**src/rtl/mem_access_pkg.sv**
```systemverilog
// Shared types and helpers for the memory-access stage: FSM states, access-size codes
// and the store-lane steering used when a request is registered onto the data bus.
package mem_access_pkg;

  typedef enum logic [2:0] {
    StIdle  = 3'd0,
    StReq   = 3'd1,
    StWait  = 3'd2,
    StDrain = 3'd3,
    StDone  = 3'd4
  } ma_state_e;

  localparam logic [1:0] MemSizeB = 2'b00;
  localparam logic [1:0] MemSizeH = 2'b01;
  localparam logic [1:0] MemSizeW = 2'b10;

  // Size code 2'b11 falls into the word arm everywhere.
  function automatic logic is_misaligned(input logic [1:0] size, input logic [1:0] lo);
    logic mis;
    case (size)
      MemSizeB: mis = 1'b0;
      MemSizeH: mis = lo[0];
      default:  mis = |lo;
    endcase
    return mis;
  endfunction

  function automatic logic [3:0] store_be(input logic [1:0] size, input logic [1:0] lo);
    logic [3:0] be;
    case (size)
      MemSizeB: be = 4'b0001 << lo;
      MemSizeH: be = lo[1] ? 4'b1100 : 4'b0011;
      default:  be = 4'b1111;
    endcase
    return be;
  endfunction

  function automatic logic [31:0] store_wdata(input logic [1:0] size, input logic [31:0] data);
    logic [31:0] wd;
    case (size)
      MemSizeB: wd = {4{data[7:0]}};
      MemSizeH: wd = {2{data[15:0]}};
      default:  wd = data;
    endcase
    return wd;
  endfunction

endpackage

```
**src/rtl/mem_access_load_align.sv**
```systemverilog
// Combinational load formatter: picks the addressed byte/half out of a bus word and
// sign- or zero-extends it to 32 bits.
module load_align
  import mem_access_pkg::*;
(
  input  logic [31:0] rdata_i,
  input  logic [1:0]  addr_lo_i,
  input  logic [1:0]  size_i,
  input  logic        unsigned_i,
  output logic [31:0] data_o
);

  logic [7:0]  byte_sel;
  logic [15:0] half_sel;

  always_comb begin
    byte_sel = rdata_i[7:0];
    unique case (addr_lo_i)
      2'd0: byte_sel = rdata_i[7:0];
      2'd1: byte_sel = rdata_i[15:8];
      2'd2: byte_sel = rdata_i[23:16];
      2'd3: byte_sel = rdata_i[31:24];
      default: byte_sel = rdata_i[7:0];
    endcase
    half_sel = addr_lo_i[1] ? rdata_i[31:16] : rdata_i[15:0];
  end

  always_comb begin
    data_o = rdata_i;
    case (size_i)
      MemSizeB: data_o = {{24{~unsigned_i & byte_sel[7]}}, byte_sel};
      MemSizeH: data_o = {{16{~unsigned_i & half_sel[15]}}, half_sel};
      default:  data_o = rdata_i;
    endcase
  end

endmodule

```
**src/rtl/mem_access.sv**
```systemverilog
// Memory-access pipeline stage: issues one load/store on the req/gnt/rvalid data bus,
// stalls upstream while it is in flight, and returns the extended load word.
module mem_access
  import mem_access_pkg::*;
#(
  parameter int unsigned TIMEOUT_CYCLES = 255
) (
  input  logic        clk,
  input  logic        rst,
  input  logic        mem_en,
  input  logic        mem_we,
  input  logic [1:0]  mem_size,
  input  logic        mem_unsigned,
  input  logic [31:0] addr,
  input  logic [31:0] wr_data,
  input  logic        flush,
  output logic        stall,
  output logic [31:0] dram_rd_data,
  output logic        misalign,
  output logic        bus_err,
  output logic        bus_req,
  output logic        bus_we,
  output logic [31:0] bus_addr,
  output logic [31:0] bus_wdata,
  output logic [3:0]  bus_be,
  input  logic        bus_gnt,
  input  logic        bus_rvalid,
  input  logic [31:0] bus_rdata
);

  localparam logic [7:0] TmoLimit = 8'(TIMEOUT_CYCLES);

  ma_state_e   state_q;
  logic [7:0]  tmo_cnt_q;
  logic [1:0]  lo_q;
  logic [1:0]  size_q;
  logic        uns_q;
  logic        we_q;
  logic [31:0] ld_ext;
  logic [7:0]  tmo_next;
  logic        tmo_hit;

  load_align u_load_align (
    .rdata_i    (bus_rdata),
    .addr_lo_i  (lo_q),
    .size_i     (size_q),
    .unsigned_i (uns_q),
    .data_o     (ld_ext)
  );

  // The count about to be reached this cycle is what gets compared to the limit.
  assign tmo_next = tmo_cnt_q + 8'd1;
  assign tmo_hit  = (tmo_next == TmoLimit);

  assign stall = mem_en & ~flush & (state_q != StDone);

  always_ff @(posedge clk) begin
    if (rst) begin
      state_q      <= StIdle;
      tmo_cnt_q    <= '0;
      lo_q         <= '0;
      size_q       <= '0;
      uns_q        <= 1'b0;
      we_q         <= 1'b0;
      dram_rd_data <= '0;
      misalign     <= 1'b0;
      bus_err      <= 1'b0;
      bus_req      <= 1'b0;
      bus_we       <= 1'b0;
      bus_addr     <= '0;
      bus_wdata    <= '0;
      bus_be       <= '0;
    end else begin
      misalign <= 1'b0;
      bus_err  <= 1'b0;
      unique case (state_q)
        StIdle: begin
          if (mem_en && !flush) begin
            if (is_misaligned(mem_size, addr[1:0])) begin
              misalign <= 1'b1;
              state_q  <= StDone;
            end else begin
              lo_q      <= addr[1:0];
              size_q    <= mem_size;
              uns_q     <= mem_unsigned;
              we_q      <= mem_we;
              bus_req   <= 1'b1;
              bus_we    <= mem_we;
              bus_addr  <= {addr[31:2], 2'b00};
              bus_be    <= mem_we ? store_be(mem_size, addr[1:0]) : 4'b1111;
              bus_wdata <= mem_we ? store_wdata(mem_size, wr_data) : 32'd0;
              state_q   <= StReq;
            end
          end
        end
        StReq: begin
          // Once granted the slave owes a response, so a flush must still drain it.
          if (bus_gnt) begin
            bus_req   <= 1'b0;
            tmo_cnt_q <= '0;
            state_q   <= flush ? StDrain : StWait;
          end else if (flush) begin
            bus_req <= 1'b0;
            state_q <= StIdle;
          end
        end
        StWait: begin
          if (bus_rvalid) begin
            if (flush) begin
              state_q <= StIdle;
            end else begin
              if (!we_q) dram_rd_data <= ld_ext;
              state_q <= StDone;
            end
          end else if (flush) begin
            tmo_cnt_q <= '0;
            state_q   <= StDrain;
          end else if (tmo_hit) begin
            bus_err      <= 1'b1;
            dram_rd_data <= '0;
            state_q      <= StDone;
          end else begin
            tmo_cnt_q <= tmo_next;
          end
        end
        StDrain: begin
          if (bus_rvalid || tmo_hit) begin
            state_q <= StIdle;
          end else begin
            tmo_cnt_q <= tmo_next;
          end
        end
        StDone: state_q <= StIdle;
        default: state_q <= StIdle;
      endcase
    end
  end

endmodule
```
**config.mk**
```make
export PLATFORM = sky130hd
export DESIGN_NAME = mem_access
export DESIGN_NICKNAME = d
export VERILOG_FILES = /design/src/rtl/mem_access_pkg.sv /design/src/rtl/mem_access_load_align.sv /design/src/rtl/mem_access.sv
export SDC_FILE = /design/constraint.sdc
export NUM_CORES = 1
export LEC_CHECK = 0
export CORE_MARGIN = 2
export CORE_UTILIZATION = 32
export DETAILED_ROUTE_END_ITERATION = 7
export SYNTH_ARGS = -nofsm -noshare
export SYNTH_HDL_FRONTEND = slang
export SYNTH_HIERARCHICAL = 1
export SYNTH_SLANG_ARGS = --single-unit
```
**constraint.sdc**
```tcl
create_clock -name clk -period 2.71 [get_ports clk]
set_clock_uncertainty 0.1 [all_clocks]
set_input_delay 0.542 -clock clk [delete_from_list [all_inputs] [get_ports clk]]
set_output_delay 0.542 -clock clk [all_outputs]
set_load 0.005 [all_outputs]
```
### After elaboration in Yosys (flattened, before gate mapping)

Cells that the tools add are included.
Widths: inputs -> output; s select.

* flip-flop bits (word level): 118
* input bits: 106
* output and inout bits: 105
* word-level logic and storage cells: 104

* $add $sub $neg: 1
* equality and inequality tests: 20
* shift-type cells: 1
* mux-type cells: 41
* bitwise logic cells: 10
* reductions and logical operators: 18

Operators with widths (count)
* $mux 32: 6
* $pmux 32 s2: 2
* $mux 8: 5
* $pmux 8 s4: 1
* $mux 3: 9
* $pmux 8 s3: 1
* $mux 16: 1
* $ne 2x2->1 const B: 7
* $pmux 3 s4: 1
* $reduce_and 4->1: 3
* $mux 1: 10
* $ne 3x3->1 const B: 3
* $add 8x1->8 const B: 1
* $eq 8x8->1 const B: 1
* $mux 4: 2
* $pmux 4 s2: 1
* $eq 2x1->1 const B: 3
* $eq 3x2->1 const B: 2
* $logic_not 2->1: 3
* $not 1->1: 6
* $reduce_and 5->1: 1
* $and 1x1->1: 4
* $eq 2x2->1 const B: 2
* $ne 4x4->1 const B: 1
* other kinds (13): 15

### Longest topological paths before layout

* word-level depth: 8
* depth in mapped cells: 9
* depth with buffers taken out: 7

### Cells and area by module

Netlist, hierarchy kept.

By module, submodules not included
* mem_access: times used 1, cells each 620, area an instance 4978.5 um^2, seq. area each 2362.3 um^2
* load_align: times used 1, cells each 133, area an instance 983.4 um^2, seq. area each 0.0 um^2

### Least setup slack after synthesis

OpenSTA, ideal clock, no wires.

* path kind: flip-flop to flip-flop
* from: register tmo_cnt_q[1]
* to: register tmo_cnt_q[7]
* setup time: 70 ps
* arrival time: 2209 ps
* data required time: 2540 ps
* path slack: 331 ps
* stages on the path, launching flop included: 9
* path buffers: 1
* clock period less this slack: 2379 ps
* path through: dfxtp_1 > ha_1 > nand3_1 > or3_1 > a32oi_4 > a31o_1 > buf_4 > mux2_2 > a21oi_1

* longest elaborated chain between the ends: 5
* elaborated cells on any way between the ends: 11
* those cells by class: add/sub: 1; eq/ne: 3; mux: 5; reduce/logical: 2

Ends and longest elaborated chain
* start, declared: RTL line mem_access.sv:34 `logic [7:0] tmo_cnt_q;`
* start signal, assigned: RTL line mem_access.sv:123 `tmo_cnt_q <= tmo_next;`
* start signal, assigned: RTL line mem_access.sv:130 `tmo_cnt_q <= tmo_next;`
* $add 8x1->8 *: RTL line mem_access.sv:52 `assign tmo_next = tmo_cnt_q + 8'd1;`
* $eq 8x8->1 or $mux 8 (tied branches): RTL line mem_access.sv:53, mem_access.sv:118
* $logic_or 1x1->1 or $mux 8 (tied branches): RTL line mem_access.sv:127, mem_access.sv:115
* $ne 2x2->1 (no line) or $mux 8 (tied branches)
* $reduce_and 5->1 (no line) or $pmux 8 s3 (tied branches)

Every way passes the cells marked *; elsewhere a longest branch is shown, timed or not. The select of a mux whose other input is x is not followed.
A chain may end at the register's enable or synchronous reset.

### Final worst setup path

* from: input port flush
* to: output port stall

* longest elaborated chain between the ends: 3

Ends and longest elaborated chain
* start, declared: RTL line mem_access.sv:16 `input logic flush,`
* $not 1->1 (no line)
* $and 1x1->1 (2 in a row): RTL line mem_access.sv:55 `assign stall = mem_en & ~flush & (state_q != StDone);`
* end, declared: RTL line mem_access.sv:17 `output logic stall,`

Every way passes these cells.

==> metrics.txt <==
slew at the pin closest to its max-slew limit=0.757 ns; Seq pwr share=around 37%; post-synthesis cell area=just under 0.006 mm2; Avg Cell Area, Syn=roughly 7.9 um2; final WL=19400 um; FF-to-FF End=tmo_cnt_q[7]; Syn Inst Count=753; Placed Cells=1147; FF-to-FF Start=tmo_cnt_q[1]; worst skew pair latency=0.40 ns; Synth Register Bits=around 120; fin crit period=2.50 ns; hold depth=2; fraction of registers with async set/reset=0%; Final nets=1045; switching part of the total=24.7%; port bufs=~210; routed length per instance=16.5 um; CTS Buf Count=17; largest net degree at the start of global routing=69; post-CTS sizing=0; P_sw=between 1 and 1.5 mW; Reg clk slew, reported paths=0.05 ns; hold path start=bus_addr[19]; R2R setup slack=between 0.2 and 0.25 ns; Area Growth Syn to Fin=49.2%; Max-cap violations=0; max-slew violation count=0; clk root buf=clkbuf_16; Finish-stage setup viols=0; die area=0.0197 mm2; DR vias/cell=5.10; row count=49; internal power=~3.8 mW; fin cells=1179; Min-Delay Endpoint=bus_addr[19]; Critical Path RT=2.07 ns; number of global-route vias before repair=5749; core area=between 0.015 and 0.02 mm2; Slew headroom=between 40% and 50%; io pins=roughly 210; Peak VDD IR=429 uV; cts hold-fix bufs=0; R2R depth=7; initial antenna violation count=0; Setup crit end kind=output pin; static leakage=2.98 nW; Antenna Cells=0; Initial DRC Count=around 450; Fin Hold WS=0.351 ns; worst endpoint data arrival time=1.85 ns; PwrDens=560 mW/mm2; H-Tree Depth=4; Die H=about 140 um; vias=6012; share of layout cells above drive strength 1=11.5%; worst hold path class=flop to flop; Setup Fix Bufs, Post-CTS=0; Placer Congestion=0.857; DRC=0; grt total ovfl=0; EDFF count, synth=0; Critical Path Start Type=primary input; Clk pwr share=48.5%; Setup CP Type=primary input to output pin; setup TNS=0 ns; ys flop type=dfxtp_1; Fin. Hold Viols=0; first-pass GRT wire length=31100 um; combinational fraction of design power=15.0%; Starting Density=32.9%; Netlist cell types=58; hpwl dp=approximately 14000 um; post-route ant nets=0; Final Cycle Share=92.1%; status=complete, no violations; gr usage total=between 10% and 20%; Die W=140 um; TritonCTS clock tree=done; Max FO, Critical Path=5; RSZ-0062 raised after global routing=false; CTS max path bufs=2; DRT Pass-1 Iters=5; synth warn=6; register area share after synthesis=39.6%; clock sink total=~120; Fmax=401 MHz
==> cells in the final DEF (no fill, tap or decap), types with 5 or more instances in the layout <==
| master | instances |
|---|---|
| a21oi_1 | 118 |
| or3_1 | 5 |
| clkbuf_16 | 17 |
| clkdlybuf4s50_1 | 207 |
| o22ai_1 | 7 |
| nor2_1 | 18 |
| buf_12 | 5 |
| buf_4 | 24 |
| dfxtp_1 | 118 |
| a211oi_1 | 7 |
| o21ai_0 | 44 |
| mux4_2 | 7 |
| nand3_1 | 42 |
| mux2_2 | 19 |
| nor2b_1 | 21 |
| o211ai_1 | 11 |
| nor3_1 | 6 |
| nand2b_1 | 6 |
| o211ai_2 | 10 |
| o221ai_1 | 8 |
| nand2_1 | 173 |
| mux2i_1 | 9 |
==> per-stage QoR <==
step,setup slack [ns],utilization (%),power [mW],cell area [um2]
after floorplan,0.331,-,2.23,5970
after global placement,0.183,45.5,2.61,8260
after detailed placement,0.162,45.5,2.60,8260
after CTS,0.209,49.0,5.05,8900
after global routing,0.0388,49.0,5.19,8900
final,0.213,49.0,4.98,8900
==> Yosys cell counts (2+ instances only) <==
cell type	count	area [um2]
or3_1	5	31.3
buf_1	3	11.3
clkbuf_1	41	154
o221ai_1	8	70.1
ha_1	2	25.0
a31oi_1	3	18.8
mux2_2	19	214
nor2_1	18	67.6
nor2b_1	22	138
a211oi_1	7	52.6
buf_6	7	78.8
o21ai_1	4	20.0
mux4_2	7	158
mux2i_1	9	90.1
o211ai_2	10	125
a21o_1	2	15.0
buf_2	17	85.1
o211ai_1	11	82.6
a311oi_1	2	17.5
o21ai_0	44	220
a21oi_1	118	591
nand3b_1	2	15.0
nand2b_1	7	43.8
inv_1	3	11.3
nand2_1	173	649
nand3_1	42	210
o22ai_1	7	43.8
a22oi_1	2	15.0
nor3_1	7	35.0
buf_4	4	30.0
or4_1	2	15.0
a22o_1	2	17.5
dfxtp_1	118	2360
==> critical path, cell delays in order <==
cell and delay, ns:
clkdlybuf4s50_1 0.47, nand2b_1 0.20, a21oi_1 0.12, clkdlybuf4s50_1 0.51
==> state kept, by name (all words and copies together), names as in the netlist <==
signal / count
bus_wdata: 32
dram_rd_data: 32
bus_addr: 30
tmo_cnt_q: 8
bus_be: 4
state_q: 3
lo_q: 2
size_q: 2
bus_err: 1
bus_req: 1
misalign: 1
uns_q: 1
we_q: 1
==> metal layers <==
layer	track usage, %	up-vias	share of wire, %
met1	25.7	2815	45
met5	0	-	0
met4	5.47	0	0.89
met3	5.78	13	6.3
met2	31.2	177	48
li1	-	3007	-
==> worst max path at each step <==
stage            startpoint         endpoint  slack, ns  depth (start not counted)
2_1_floorplan  tmo_cnt_q[1]     tmo_cnt_q[7]       0.33                          8
4_1_cts               flush            stall       0.21                          4
5_1_grt        tmo_cnt_q[0]  dram_rd_data[8]       0.04                          8
3_3_place_gp          flush       state_q[0]       0.18                          7
6_report              flush            stall       0.21                          4
3_5_place_dp          flush       state_q[0]       0.16                          7
==> kinds of logic (layout without fill, tap and decap cells) <==
family,after synthesis,after routing,synth area share (%)
xor+xnor,1,1,0.147
fa+ha+maj,2,2,0.420
buf+inv,75,271,6.21
flops,118,118,39.6
other cells,1,2,0.0629
simple gates,291,291,21.9
compound gates,230,230,23.9
mux,35,35,7.74
==> layout make-up <==
| type | instances | area (um2) |
|---|---|---|
| Fill cell | 1722 | 9250 |
| Multi-Input combinational cell | 561 | 3250 |
| Sequential cell | 118 | 2360 |
| Timing Repair Buffer | 236 | 2350 |
| Clock buffer | 18 | 439 |
| Tap cell | 229 | 287 |
| Clock inverter | 14 | 198 |
| Inverter | 3 | 11.3 |
==> power by group through the flow <==
stage	clock network, mW	logic, mW	registers [mW]
after detailed placement	0	0.749	1.85
after floorplan	0	0.382	1.85
after global placement	0	0.753	1.85
after CTS	2.48	0.752	1.82
final	2.42	0.750	1.82
after global routing	2.55	0.816	1.82
(Power assumes the default switching activity.)
